### src/rtl/wb_regfile.sv
// Write-back select, 32-entry register file and commit counter.
// Reads are asynchronous with same-cycle write-through bypass.
module wb_regfile #(
  parameter int DATA_W = 32,
  parameter int ADDR_W = 5,
  parameter int CNT_W  = 32
) (
  input  logic              CLK,
  input  logic              RST,
  input  logic [DATA_W-1:0] in_DM_Read_data,
  input  logic [DATA_W-1:0] in_ALU_result,
  input  logic [ADDR_W-1:0] in_Reg_Write_addr,
  input  logic              in_MemToReg,
  input  logic              in_RegWrite,
  input  logic [ADDR_W-1:0] in_Read_addr1,
  input  logic [ADDR_W-1:0] in_Read_addr2,
  output logic [DATA_W-1:0] out_Read_data1,
  output logic [DATA_W-1:0] out_Read_data2,
  output logic [DATA_W-1:0] out_WB_data,
  output logic [CNT_W-1:0]  out_Write_count
);

  localparam int DEPTH = 1 << ADDR_W;

  logic [DATA_W-1:0] regs [DEPTH];
  logic              commit;

  assign out_WB_data = in_MemToReg ? in_DM_Read_data
                                   : in_ALU_result;

  // r0 writes and writes under reset never commit
  assign commit = in_RegWrite
               && (in_Reg_Write_addr != '0)
               && !RST;

  // read port 1: zero reg, bypass, then array
  always_comb begin
    out_Read_data1 = regs[in_Read_addr1];
    if (in_Read_addr1 == '0)
      out_Read_data1 = '0;
    else if (commit && in_Read_addr1 == in_Reg_Write_addr)
      out_Read_data1 = out_WB_data;
  end

  // read port 2: zero reg, bypass, then array
  always_comb begin
    out_Read_data2 = regs[in_Read_addr2];
    if (in_Read_addr2 == '0)
      out_Read_data2 = '0;
    else if (commit && in_Read_addr2 == in_Reg_Write_addr)
      out_Read_data2 = out_WB_data;
  end

  // register array commit and retirement counter
  always_ff @(posedge CLK) begin
    if (RST) begin
      for (int i = 0; i < DEPTH; i++)
        regs[i] <= '0;
      out_Write_count <= '0;
    end else if (commit) begin
      regs[in_Reg_Write_addr] <= out_WB_data;
      out_Write_count <= out_Write_count + CNT_W'(1);
    end
  end

endmodule
### config.mk
export PLATFORM = sky130hd
export DESIGN_NAME = wb_regfile
export DESIGN_NICKNAME = d
export VERILOG_FILES = /design/src/rtl/wb_regfile.sv
export SDC_FILE = /design/constraint.sdc
export NUM_CORES = 2
export LEC_CHECK = 0
export BUFFER_PORTS_ARGS = -buffer_cell sky130_fd_sc_hd__buf_2
export CAP_MARGIN = 20
export CELL_PAD_IN_SITES_DETAIL_PLACEMENT = 0
export CELL_PAD_IN_SITES_GLOBAL_PLACEMENT = 1
export CORE_MARGIN = 1.5
export CORE_UTILIZATION = 45
export DETAILED_ROUTE_END_ITERATION = 12
export MAX_ROUTING_LAYER = met4
export PLACE_DENSITY_LB_ADDON = 0.1
export SLEW_MARGIN = 20
export SYNTH_ARGS = -nofsm -noshare
export SYNTH_HDL_FRONTEND = slang
export SYNTH_SLANG_ARGS = --single-unit
### constraint.sdc
create_clock -name CLK -period 2.5 [get_ports CLK]
set_input_delay 0.25 -clock CLK [delete_from_list [all_inputs] [get_ports CLK]]
set_output_delay 0.25 -clock CLK [all_outputs]
set_load 0.01 [all_outputs]
==> flow_summary.json <==
{
  "result_of_the_run": "complete, but fails checks",
  "failed_checks": "setup timing",
  "die_w_um": 354,
  "drt-wirelength-per-cell_um": 33.8,
  "num_vias": 42255,
  "antenna_found_initial": 8,
  "fp.coreArea_um2": 122000,
  "ys_seq_elements": 1056,
  "clockBufferDepth": 3,
  "yosys-top-cells-area": "sky130_fd_sc_hd__edfxtp_1 (55%), sky130_fd_sc_hd__mux4_2 (12%), sky130_fd_sc_hd__nor2_1 (7.9%), sky130_fd_sc_hd__mux2_2 (5.9%), sky130_fd_sc_hd__mux2i_1 (4.0%)",
  "kind_of_path_behind_the_tightest_hold_check": "in2reg",
  "die_h_um": 354,
  "end_kind": "output pin",
  "yosysSeqAreaShare": 0.565,
  "grt_max_degree": 58,
  "layout.cells.non_filler": 6635,
  "worstSkewPairLatency_ps": 750,
  "cp.arrival_ps": 2660,
  "synth.top_cell.area_share": 0.553,
  "die_area_um2": 126000,
  "final_antenna_net_count": 0,
  "floorplan.io_pins": 211,
  "clock-root-buffer": "sky130_fd_sc_hd__clkbuf_16",
  "post-synth-top-area-cell": "sky130_fd_sc_hd__edfxtp_1",
  "critical_path_fanout_max": 2,
  "cts-htree-levels": 3,
  "period_minus_slack_ps": 2910,
  "synth-edff-count": 1024,
  "tritoncts": "yes",
  "post-place-cells": 6425,
  "grt.overflow.total": 0,
  "p_per_area_nw_per_um2": 662,
  "ys_warn_count": 0,
  "synthesis.instances": 4361,
  "slew_headroom": 0.282,
  "detail_route.iter0.violations": 5692,
  "cts.sink_count": 1056,
  "timing.hold.worst.start": "in_ALU_result[24]",
  "syn_to_final_growth_pct": 26.0,
  "postLayoutCoreUtil": 0.573,
  "layout.cell_area.non_filler_um2": 70000,
  "grt_pass1_wl_mm": 313,
  "worstPathRequired_ps": 2250,
  "timing.critical_path.from_type": "flop",
  "global_route.usage.total": 0.364,
  "yosys.cell_types.count": 58,
  "finalSetupViolations": 64,
  "worst_hold_slack_ps": 68.5,
  "worst_setup_hold_path_clk_slew_ps": 70,
  "tritoncts.num_buffers": 116,
  "finalHoldViolations": 0,
  "synth_area_per_cell_um2": 12.7,
  "postPlaceCellArea_um2": 64200,
  "synthArstFlopShare": 0,
  "fin_max_slew_vios": 0,
  "detail_route.wirelength_mm": 225,
  "dp.final_hpwl_mm": 148,
  "grt_setup_unrepaired": "true",
  "finalCritPeriodShare": 1.16,
  "p_leak_uw": 0.0254,
  "initial_utilization": 0.455,
  "drt_pass1_iterations": 6,
  "skew_ps": 18.6,
  "fin_ws_ps": -412,
  "timing.setup.critical_path_class": "reg2out",
  "viasPerCell": 6.37,
  "maxClockFrequency_mhz": 343,
  "max-vdd-ir-drop_mv": 0.613,
  "pre_cts_slack_ps": -650,
  "drc": 0,
  "vias_in_the_first_global_route": 41399,
  "gp_congestion": 0.913,
  "post_route_cells_drive_above_1_share": 0.400,
  "most_used_flip_flop_cell_after_synthesis": "sky130_fd_sc_hd__edfxtp_1",
  "number_of_placement_rows": 128,
  "r2r-start": "out_Write_count[14]$_SDFFE_PP0P_",
  "timing.max_cap.violations": 0,
  "tightestPinTransition_ps": 1080,
  "synthesis.area_um2": 55600,
  "number_of_i_o_port_buffers": 210,
  "timing.critical_path.from": "regs[31][21]$_SDFFCE_PN0P_",
  "layout.nets": 4988
}
==> cell type report <==
class	count	area, um2
Clock inverter	71	843
Multi-Input combinational cell	2850	24600
Fill cell	10018	52200
Sequential cell	1056	31400
Antenna cell	5	12.5
Tap cell	1625	2030
Clock buffer	148	3130
Timing Repair Buffer	839	7880
Inverter	41	154
==> flip-flops by register name, indices dropped and copies added (netlist names) <==
register / cells
out_Write_count: 32
regs: 1024
==> cells in the mapped netlist (68+ instances only) <==
| cell type | number |
|---|---|
| sky130_fd_sc_hd__clkbuf_1 | 296 |
| sky130_fd_sc_hd__a21oi_1 | 74 |
| sky130_fd_sc_hd__nor3_1 | 73 |
| sky130_fd_sc_hd__mux2i_1 | 222 |
| sky130_fd_sc_hd__mux2_2 | 289 |
| sky130_fd_sc_hd__nor4_1 | 73 |
| sky130_fd_sc_hd__o21ai_0 | 68 |
| sky130_fd_sc_hd__buf_2 | 79 |
| sky130_fd_sc_hd__nor2_1 | 1163 |
| sky130_fd_sc_hd__o22ai_1 | 145 |
| sky130_fd_sc_hd__edfxtp_1 | 1024 |
| sky130_fd_sc_hd__mux4_2 | 307 |
| sky130_fd_sc_hd__nor2b_1 | 87 |
==> worst max-delay path: stages (launching register included) <==
cell and delay, ps:
sky130_fd_sc_hd__edfxtp_1 410, sky130_fd_sc_hd__mux4_2 510, sky130_fd_sc_hd__mux2i_4 210, sky130_fd_sc_hd__nor2_2 90, sky130_fd_sc_hd__nor4_4 400, sky130_fd_sc_hd__a21oi_1 130, sky130_fd_sc_hd__buf_2 150
==> power breakdown <==
part / switching (uW) / internal [uW] / leakage, uW
Sequential: 505 / 20400 / 0.0100
Clock: 7500 / 10600 / 0.00195
Combinational: 4150 / 3290 / 0.0135
Total: 12200 / 34200 / 0.0254
==> per-layer routing <==
layer,vias up,track usage,part of all wire
met3,532,0.0723,0.11
met2,2689,0.550,0.45
met4,0,0.147,0.046
met1,21599,0.485,0.39
met5,-,-,0
li1,17435,-,-
==> worst paths after layout <==
check,end,slack (ps),cells after the start
max,out_Read_data2[21],-410,6
min,regs[18][24]$_SDFFCE_PN0P_,70,4
max reg2reg,out_Write_count[29]$_SDFFE_PP0P_,440,5
min reg2reg,out_Write_count[31]$_SDFFE_PP0P_,470,1
==> metrics by stage <==
stage / TNS, ps / total power [uW]
2_1_floorplan: 0 / 24600
3_3_place_gp: -21780 / 27900
3_5_place_dp: -21210 / 28000
4_1_cts: -18850 / 46200
5_1_grt: -20860 / 47500
6_report: -16160 / 46400
==> cells in the final DEF, fill, tap and decap left out, types with 21 or more instances in the layout <==
cell / synthesis / routed
sky130_fd_sc_hd__mux2i_2: 0 / 31
sky130_fd_sc_hd__a21oi_1: 74 / 40
sky130_fd_sc_hd__buf_12: 0 / 159
sky130_fd_sc_hd__clkinv_2: 0 / 25
sky130_fd_sc_hd__mux2i_4: 0 / 40
sky130_fd_sc_hd__clkbuf_1: 296 / 24
sky130_fd_sc_hd__nor2_2: 1 / 50
sky130_fd_sc_hd__nand2b_2: 1 / 39
sky130_fd_sc_hd__nor4_2: 0 / 21
sky130_fd_sc_hd__dfxtp_1: 32 / 32
sky130_fd_sc_hd__mux2i_1: 222 / 151
sky130_fd_sc_hd__nor2b_1: 87 / 75
sky130_fd_sc_hd__o22ai_1: 145 / 129
sky130_fd_sc_hd__buf_2: 79 / 201
sky130_fd_sc_hd__nor3_1: 73 / 70
sky130_fd_sc_hd__o21ai_0: 68 / 68
sky130_fd_sc_hd__nor2_1: 1163 / 1099
sky130_fd_sc_hd__a211oi_1: 61 / 59
sky130_fd_sc_hd__a2111oi_2: 0 / 26
sky130_fd_sc_hd__nand2_2: 1 / 34
sky130_fd_sc_hd__edfxtp_1: 1024 / 1024
sky130_fd_sc_hd__mux4_2: 307 / 307
sky130_fd_sc_hd__clkbuf_16: 0 / 118
sky130_fd_sc_hd__a21oi_2: 0 / 34
sky130_fd_sc_hd__xnor2_1: 22 / 22
sky130_fd_sc_hd__mux2_2: 289 / 284
sky130_fd_sc_hd__buf_4: 36 / 464
sky130_fd_sc_hd__nor4_4: 0 / 36
sky130_fd_sc_hd__inv_1: 41 / 41
sky130_fd_sc_hd__conb_1: 1 / 32
==> timing repair <==
item                       in CTS  in global routing
hold buffers                    4                  0
setup endpoints to repair      64                 64
hold endpoints to repair       13                  0
pin swaps                     103                 72
gates cloned                    0                  0
buffers inserted               12                  9
resized for setup             267                134
==> cells by family after synthesis <==
group | count (synthesis) | synth area share
muxes | 818 | 0.223
buffers and inverters | 486 | 0.0393
and+or+nand+nor | 1548 | 0.119
xor gates and xnor gates | 28 | 0.00441
other | 1 | 0.0000675
DFF | 1056 | 0.565
adders and majority gates | 1 | 0.000225
AOI/OAI and AO/OA | 423 | 0.0492
(Power assumes the default switching activity.)
